File: src/rtl/fetch_lock_ctrl_if.sv
// Fetch-lock control bundle between the IF_ID pipeline register and its lock controller.
// The controller side uses modport master; the pipeline side uses modport slave.
interface fetch_lock_ctrl_if #(
  parameter int unsigned DATA_W = 32
);
  logic [4:0]        decRs1;
  logic [4:0]        decRs2;
  logic              decUsesRs2;
  logic [4:0]        aluRd;
  logic              aluIsLoad;
  logic              branchTaken;
  logic              icacheValid;
  logic [DATA_W-1:0] icacheData;
  logic              locker;
  logic              select;
  logic [DATA_W-1:0] nextInst;
  logic              ALUForwardCSL;
  logic              pcStall;
  logic              flush;
  logic [15:0]       stallCount;

  modport master (
    input  decRs1, decRs2, decUsesRs2, aluRd, aluIsLoad, branchTaken, icacheValid, icacheData,
    output locker, select, nextInst, ALUForwardCSL, pcStall, flush, stallCount
  );

  modport slave (
    output decRs1, decRs2, decUsesRs2, aluRd, aluIsLoad, branchTaken, icacheValid, icacheData,
    input  locker, select, nextInst, ALUForwardCSL, pcStall, flush, stallCount
  );
endinterface

File: src/rtl/fetch_lock_ctrl.sv
// IF_ID lock controller: handles load-use stalls with a one-entry replay buffer,
// instruction-cache misses and branch flushes.
// Optional macro LOCK_STALL_COUNT_EN adds a saturating count of PC-stall cycles.
module fetch_lock_ctrl #(
  parameter int unsigned DATA_W = 32
) (
  input logic            clk,
  input logic            resetN,
  fetch_lock_ctrl_if.master bus
);

  typedef enum logic [2:0] {StRun, StMiss, StStall, StReplay, StFlush} state_e;

  state_e            state_q, state_d;
  logic              buf_valid_q;
  logic [DATA_W-1:0] next_inst_q;
  logic              hazard;
  logic              cap_en;
  logic              buf_clr;
  logic              locker;
  logic              select;
  logic              fwd;
  logic              pc_stall;
  logic              flush;

  // Load-use hazard between the ALU-stage load and the instruction sitting in IF_ID.
  assign hazard = bus.aluIsLoad && (bus.aluRd != 5'd0) &&
                  ((bus.aluRd == bus.decRs1) || (bus.decUsesRs2 && (bus.aluRd == bus.decRs2)));

  // Next state and output decode; branchTaken outranks hazard and miss everywhere.
  always_comb begin
    state_d = state_q;
    locker  = 1'b0;
    select  = 1'b0;
    fwd     = 1'b0;
    pc_stall = 1'b0;
    flush   = 1'b0;
    cap_en  = 1'b0;
    buf_clr = 1'b0;
    unique case (state_q)
      StRun: begin
        locker   = bus.icacheValid;
        pc_stall = !bus.icacheValid;
        if (bus.branchTaken) begin
          state_d = StFlush;
        end else if (hazard) begin
          locker   = 1'b0;
          pc_stall = 1'b1;
          cap_en   = bus.icacheValid;
          state_d  = StStall;
        end else if (!bus.icacheValid) begin
          state_d = StMiss;
        end
      end
      StMiss: begin
        // The cycle the fetch returns, IF_ID loads it and the PC moves on.
        locker   = bus.icacheValid && !bus.branchTaken;
        pc_stall = !locker;
        if (bus.branchTaken) begin
          state_d = StFlush;
        end else if (bus.icacheValid) begin
          state_d = StRun;
        end
      end
      StStall: begin
        pc_stall = 1'b1;
        cap_en   = !buf_valid_q && bus.icacheValid;
        state_d  = bus.branchTaken ? StFlush : StReplay;
      end
      StReplay: begin
        select   = buf_valid_q;
        locker   = !buf_valid_q && bus.icacheValid;
        fwd      = 1'b1;
        pc_stall = !buf_valid_q && !bus.icacheValid;
        buf_clr  = 1'b1;
        state_d  = bus.branchTaken ? StFlush : StRun;
      end
      StFlush: begin
        flush   = 1'b1;
        buf_clr = 1'b1;
        state_d = bus.branchTaken ? StFlush : StRun;
      end
      default: state_d = StRun;
    endcase
    // Outputs are forced quiet for as long as reset is held, not just at the edge.
    if (!resetN) begin
      locker   = 1'b0;
      select   = 1'b0;
      fwd      = 1'b0;
      pc_stall = 1'b0;
      flush    = 1'b0;
    end
  end

  // State register.
  always_ff @(posedge clk or negedge resetN) begin
    if (!resetN) begin
      state_q <= StRun;
    end else begin
      state_q <= state_d;
    end
  end

  // Replay buffer; nextInst survives a flush, only the valid flag is dropped.
  always_ff @(posedge clk or negedge resetN) begin
    if (!resetN) begin
      buf_valid_q <= 1'b0;
      next_inst_q <= '0;
    end else if (cap_en) begin
      buf_valid_q <= 1'b1;
      next_inst_q <= bus.icacheData;
    end else if (buf_clr) begin
      buf_valid_q <= 1'b0;
    end
  end

  assign bus.locker        = locker;
  assign bus.select        = select;
  assign bus.ALUForwardCSL = fwd;
  assign bus.pcStall       = pc_stall;
  assign bus.flush         = flush;
  assign bus.nextInst      = next_inst_q;

`ifdef LOCK_STALL_COUNT_EN
  logic [15:0] stall_cnt_q;

  // Saturating count of cycles the PC is held.
  always_ff @(posedge clk or negedge resetN) begin
    if (!resetN) begin
      stall_cnt_q <= '0;
    end else if (pc_stall && (stall_cnt_q != 16'hFFFF)) begin
      stall_cnt_q <= stall_cnt_q + 16'd1;
    end
  end

  assign bus.stallCount = stall_cnt_q;
`else
  assign bus.stallCount = '0;
`endif

endmodule

File: src/flat_wrapper.sv
// flat-port wrapper written by rule: the top's interface ports become plain ports
module fetch_lock_ctrl_flat 
#(
  parameter int unsigned DATA_W = 32
)
  (clk, resetN, bus_decRs1, bus_decRs2, bus_decUsesRs2, bus_aluRd, bus_aluIsLoad, bus_branchTaken, bus_icacheValid, bus_icacheData, bus_locker, bus_select, bus_nextInst, bus_ALUForwardCSL, bus_pcStall, bus_flush, bus_stallCount);
  fetch_lock_ctrl_if #(.DATA_W(DATA_W)) bus_i ();
  input logic clk;
  input logic resetN;
  input wire logic [$bits(bus_i.decRs1)-1:0] bus_decRs1;
  input wire logic [$bits(bus_i.decRs2)-1:0] bus_decRs2;
  input wire logic [$bits(bus_i.decUsesRs2)-1:0] bus_decUsesRs2;
  input wire logic [$bits(bus_i.aluRd)-1:0] bus_aluRd;
  input wire logic [$bits(bus_i.aluIsLoad)-1:0] bus_aluIsLoad;
  input wire logic [$bits(bus_i.branchTaken)-1:0] bus_branchTaken;
  input wire logic [$bits(bus_i.icacheValid)-1:0] bus_icacheValid;
  input wire logic [$bits(bus_i.icacheData)-1:0] bus_icacheData;
  output wire logic [$bits(bus_i.locker)-1:0] bus_locker;
  output wire logic [$bits(bus_i.select)-1:0] bus_select;
  output wire logic [$bits(bus_i.nextInst)-1:0] bus_nextInst;
  output wire logic [$bits(bus_i.ALUForwardCSL)-1:0] bus_ALUForwardCSL;
  output wire logic [$bits(bus_i.pcStall)-1:0] bus_pcStall;
  output wire logic [$bits(bus_i.flush)-1:0] bus_flush;
  output wire logic [$bits(bus_i.stallCount)-1:0] bus_stallCount;
  assign bus_i.decRs1 = bus_decRs1;
  assign bus_i.decRs2 = bus_decRs2;
  assign bus_i.decUsesRs2 = bus_decUsesRs2;
  assign bus_i.aluRd = bus_aluRd;
  assign bus_i.aluIsLoad = bus_aluIsLoad;
  assign bus_i.branchTaken = bus_branchTaken;
  assign bus_i.icacheValid = bus_icacheValid;
  assign bus_i.icacheData = bus_icacheData;
  assign bus_locker = bus_i.locker;
  assign bus_select = bus_i.select;
  assign bus_nextInst = bus_i.nextInst;
  assign bus_ALUForwardCSL = bus_i.ALUForwardCSL;
  assign bus_pcStall = bus_i.pcStall;
  assign bus_flush = bus_i.flush;
  assign bus_stallCount = bus_i.stallCount;
  fetch_lock_ctrl #(.DATA_W(DATA_W)) u_core (.clk(clk), .resetN(resetN), .bus(bus_i));
endmodule
File: config.mk
export PLATFORM = sky130hd
export DESIGN_NAME = fetch_lock_ctrl_flat
export DESIGN_NICKNAME = d
export VERILOG_FILES = /design/src/rtl/fetch_lock_ctrl_if.sv /design/src/rtl/fetch_lock_ctrl.sv /design/src/flat_wrapper.sv
export SDC_FILE = /design/constraint.sdc
export NUM_CORES = 1
export LEC_CHECK = 0
export BUFFER_PORTS_ARGS = -buffer_cell sky130_fd_sc_hd__buf_2
export CAP_MARGIN = 30
export CORE_MARGIN = 2
export CORE_UTILIZATION = 43
export DETAILED_ROUTE_END_ITERATION = 10
export PLACE_DENSITY_LB_ADDON = 0.25
export SYNTH_ARGS = -nofsm -noshare
export SYNTH_HDL_FRONTEND = slang
export SYNTH_SLANG_ARGS = --single-unit
File: constraint.sdc
create_clock -name clk -period 2 [get_ports clk]
set_input_delay 0.3 -clock clk [delete_from_list [all_inputs] [get_ports clk]]
set_output_delay 0.3 -clock clk [all_outputs]
set_load 0.01 [all_outputs]
* Word-level counts from Yosys, hierarchy flattened
Index checks and enable logic that the tools add are counted.
** Storage, ports and cells
- Word-level logic and storage cells :: 55
- Flip-flop bits (word level) :: 36
** Cells by class
- Muxes and demuxes :: 28
- Equal/unequal tests :: 8
- Reductions and logical operators :: 16
** Operator list (number)
- 3-bit 2-to-1 mux :: 7
- 1-bit 2-to-1 mux :: 17
- 3-bit one-hot mux with 4 select lines :: 1
- 5-bit equality test :: 2
- 3-bit by 2-bit equality test with 1-bit output, second input constant :: 2
- 1-bit logical AND :: 6
- 5-bit nonzero test :: 1
- 1-bit zero test :: 4
- 4-bit by 3-bit inequality test with 1-bit output, second input constant :: 1
- 1-bit one-hot mux with 4 select lines :: 1
- 3-bit by 1-bit equality test with 1-bit output, second input constant :: 1
- 3-bit equality test, second input constant :: 1
- 3-bit zero test :: 1
- 3-bit inequality test, second input constant :: 1
- 1-bit one-hot mux with 3 select lines :: 1
- 1-bit one-hot mux with 2 select lines :: 1
- 2-bit AND reduction :: 1
- 2-bit nonzero test :: 1
- 2-bit OR reduction :: 1
- 1-bit logical OR :: 1

* Logic depth before layout (Yosys ltp)
- Depth after elaboration :: 8
- Mapped depth :: 6
- Mapped depth without buffers :: 5

* Worst setup path before layout
No wires, ideal clock.
- Path type :: input -> register
- Start :: input port bus_aluRd[3]
- End :: register u_core.next_inst_q[0], in the netlist u_core.bus.nextInst[0]
- Slack :: 0.084 ns
- Arrival :: 1.792 ns
- Stages on the path :: 6
- Data required time :: 1.875 ns
- Cells stage by stage :: xor2_1 -> nor4_1 -> a32oi_1 -> o31ai_4 -> buf_6 -> mux2_2
** Between the ends
- Longest elaborated chain between the ends :: 7
- Elaborated cells on any way between the ends :: 10
- Classes of those cells :: 2 x eq/ne; 3 x mux; 5 x reduce/logical
** RTL lines
- start: declaration :: RTL line flat_wrapper.sv:13 : input wire logic [$bits(bus_i.aluRd)-1:0] bus_aluRd;
- 5-bit equality test :: RTL line fetch_lock_ctrl.sv:28 : ((bus.aluRd == bus.decRs1) || (bus.decUsesRs2 && (bus.aluRd == bus.decRs2)));
- 1-bit logical AND :: RTL line fetch_lock_ctrl.sv:28
- 1-bit logical OR :: RTL line fetch_lock_ctrl.sv:28
- 1-bit logical AND * :: RTL line fetch_lock_ctrl.sv:27 : assign hazard = bus.aluIsLoad && (bus.aluRd != 5'd0) &&
- 1-bit 2-to-1 mux * :: RTL line fetch_lock_ctrl.sv:46 : end else if (hazard) begin
- 1-bit 2-to-1 mux * :: RTL line fetch_lock_ctrl.sv:44 : if (bus.branchTaken) begin
- 1-bit one-hot mux with 2 select lines * :: RTL line fetch_lock_ctrl.sv:40 : unique case (state_q)
- end signal: assignment :: RTL line fetch_lock_ctrl.sv:111 : next_inst_q <= bus.icacheData;
- end: declaration :: RTL line fetch_lock_ctrl.sv:16 : logic [DATA_W-1:0] next_inst_q;
Mark *: on every way between the ends. The rest lies on a longest branch, timed or not.
A chain may end at the register's enable or synchronous reset.

* Worst setup path in the final report
- Start :: input port bus_aluRd[3]
- End :: output port bus_pcStall
** Between the ends
- Longest elaborated chain between the ends :: 8
- Elaborated cells on any way between the ends :: 11
- Classes of those cells :: 2 x eq/ne; 4 x mux; 5 x reduce/logical
** RTL lines
- 5-bit equality test :: RTL line fetch_lock_ctrl.sv:28
- 1-bit logical AND :: RTL line fetch_lock_ctrl.sv:28
- 1-bit logical OR :: RTL line fetch_lock_ctrl.sv:28
- 1-bit logical AND * :: RTL line fetch_lock_ctrl.sv:27
- 1-bit 2-to-1 mux * :: RTL line fetch_lock_ctrl.sv:46
- 1-bit 2-to-1 mux * :: RTL line fetch_lock_ctrl.sv:44
- 1-bit one-hot mux with 4 select lines * :: RTL line fetch_lock_ctrl.sv:40
- 1-bit 2-to-1 mux * :: RTL line fetch_lock_ctrl.sv:86 : if (!resetN) begin
- end: declaration :: RTL line flat_wrapper.sv:22 : output wire logic [$bits(bus_i.pcStall)-1:0] bus_pcStall;
Marks and branches as above.

==> flow_metrics.env <==
export IMPL_fin_crit_sh_pct=94.6
export IMPL_cp_required_ps=1700
export IMPL_cts_htree_levels=2
export IMPL_synth_seq_cells=36
export IMPL_synth_largest_area_cell="dfrtp_1"
export IMPL_netlist_area_leader_share_pct=51.2
export IMPL_dp_hpwl_microns=2790
export IMPL_ir_drop_mv=0.329
export IMPL_p_int_mw=1.33
export IMPL_p_leak_nw=1.35
export IMPL_pre_cts_ws_ps=-127
export IMPL_fin_skew_ps=1.13
export IMPL_r2r_end="u_core.bus.nextInst[11]"
export IMPL_antenna_left=0
export IMPL_crit_arrival_ps=1590
export IMPL_grt_use_total_pct=15.4
export IMPL_gp_congestion=0.751
export IMPL_crit_type="in2out"
export IMPL_grt_use_met2_pct=25.4
export IMPL_min_path_type="in2async"
export IMPL_clkTransAtPathRegs_ps=70
export IMPL_grt_pass1_vias=1190
export IMPL_seqPwrFrac_pct=48.9
export IMPL_grt_util_met1_pct=19.1
export IMPL_slew_violations=0
export IMPL_final_common_cell="buf_2"
export IMPL_rows=23
export IMPL_grt_pass1_wl_microns=5240
export IMPL_power_share_clock_pct=28.4
export IMPL_clockBufferDepth=2
export IMPL_drt_initial_drc_count=35
export IMPL_synth_warnings=0
export IMPL_synthToLayoutAreaGrowth_pct=36.4
export IMPL_start_util_pct=44.3
export IMPL_syn_area_sq_um=1760
export IMPL_drt_pass1_iterations=4
export IMPL_fmax_ghz=0.528
export IMPL_root_buffer="clkbuf_8"
export IMPL_period_minus_slack_ps=1890
export IMPL_cp_max_fo=3
export IMPL_status="finished clean"
export IMPL_portBuffers=89
export IMPL_dp_cells=283
export IMPL_hold_buffers=0
export IMPL_dieWidth_microns=68.0
export IMPL_synth_area_leaders="dfrtp_1 (51%), mux2_2 (20%), buf_4 (6.8%), xor2_1 (4.5%), buf_6 (1.9%)"
export IMPL_end_kind="primary output"
export IMPL_cts_tree="done"
export IMPL_setup_viol=0
export IMPL_routedWlPerCell_microns=12.1
export IMPL_core_area_sq_um=3970
export IMPL_p_switching_mw=0.481
export IMPL_p_sw_share_pct=26.6
export IMPL_drv_cap=0
export IMPL_synth_edf_count=0
export IMPL_num_nets_final=295
export IMPL_wirelength_microns=3550
export IMPL_critical_path_startpoint="bus_aluRd[3]"
export IMPL_grt_max_degree=38
export IMPL_comb_power_share_pct=22.7
export IMPL_ys_types=32
export IMPL_ioPinCount=106
export IMPL_final_cells=293
export IMPL_endpoint="bus_pcStall"
export IMPL_antenna_found_initial=0
export IMPL_yosys_most_used_dff="dfrtp_1"
export IMPL_r2r_slack_ps=210
export IMPL_r2r_start="u_core.state_q[0]"
export IMPL_antenna_cells=0
export IMPL_fin_util_pct=60.4
export IMPL_vias=1395
export IMPL_avgSynthCellArea_sq_um=12.5
export IMPL_grt_use_met3_pct=4.44
export IMPL_syn_inst=141
export IMPL_finalHoldViolCount=0
export IMPL_drc=0
export IMPL_via_per_inst=4.76
export IMPL_ys_seq_area_share_pct=51.2
export IMPL_cp_start_kind="input port"
export IMPL_gr_max_usage_layer="met2"
export IMPL_cts_buffers_inserted=5
export IMPL_die_area_sq_um=4620
export IMPL_r2r_cells=5
export IMPL_layout_common_cells="buf_2 (86), dfrtp_1 (36), mux2_2 (31)"
export IMPL_die_y_microns=68.0
export IMPL_grt_overflow_total=0
export IMPL_clk_latency_ps=270
export IMPL_powerDensity_nw_per_um2=753
export IMPL_async_flop_share_pct=100
export IMPL_post_route_worst_setup_slack_ps=107
export IMPL_cts_sinks=36
export IMPL_drive_gt1_share_pct=58.8
==> worst min-delay path by stage <==
stage	slack (ps)	startpoint	endpoint
after global routing	100	resetN	u_core.bus.nextInst[21]
final	60	resetN	u_core.state_q[2]
after detailed placement	380	resetN	u_core.state_q[2]
after global placement	380	resetN	u_core.buf_valid_q
after CTS	80	resetN	u_core.bus.nextInst[20]
after floorplan	4	resetN	u_core.buf_valid_q
==> metal layers <==
layer	routed length (microns)	part of all wire, %	vias up
met4	48	1.4	0
li1	-	-	660
met2	1660	47	81
met1	1470	41	650
met3	370	10	4
met5	0	0	-
==> registers in the layout (all words and copies together), names as in the netlist <==
register / count
u_core.bus.nextInst: 32
u_core.buf_valid_q: 1
u_core.state_q: 3
==> area by class of cell <==
class,instances,area (sq um)
clock buffers,7,86.3
clock inverters,1,7.51
fillers,350,1570
inverters,2,7.51
multi-input cells,96,768
flip-flops and latches,36,901
well taps,50,62.6
repair buffers,101,567
==> critical path, stage by stage <==
cell and delay, ps:
buf_6 90, buf_4 130, or4_4 490, o21ai_4 210, nor4_4 60, o21a_1 180
buf_2 130
==> Yosys cell counts (all sizes together), types with 2 or more instances <==
library cell   n
dfrtp         36
mux2          32
buf           20
xor2           9
nor2           6
nand2          5
o21ai          4
a21oi          3
and3           2
clkbuf         2
inv            2
nand3          2
nor3           2
nor4           2
==> metrics by stage <==
step	cell area (sq um)	TNS, ps	total power [mW]	hold WS, ps
2_1_floorplan	1820	0	1.11	4.41
4_1_cts	2350	0	1.83	83.5
3_5_place_dp	2250	-2940	1.30	382
5_1_grt	2400	-314	1.93	101
6_report	2400	0	1.81	64.6
3_3_place_gp	2250	-2010	1.29	378
==> cell families after synthesis <==
family | count (synthesis) | share of synthesized area (%)
flops | 36 | 51.2
mux | 32 | 20.5
buf+inv | 24 | 9.82
simple gates | 22 | 6.05
compound gates | 16 | 7.26
xor+xnor | 10 | 4.98
other cells | 1 | 0.213
==> what timing repair did <==
action                     CTS  global route
resized for setup            0             8
pin swaps                    1             7
setup buffers                1             1
gates cloned                 0             0
setup endpoints to repair    1             2
==> power by group through the flow <==
stage	logic (mW)	registers (mW)	clock network [mW]
after floorplan	0.169	0.945	0
after CTS	0.407	0.885	0.534
after global placement	0.397	0.893	0
after detailed placement	0.405	0.898	0
after global routing	0.455	0.896	0.574
final	0.410	0.884	0.514
Power figures use the tool's default switching activity.
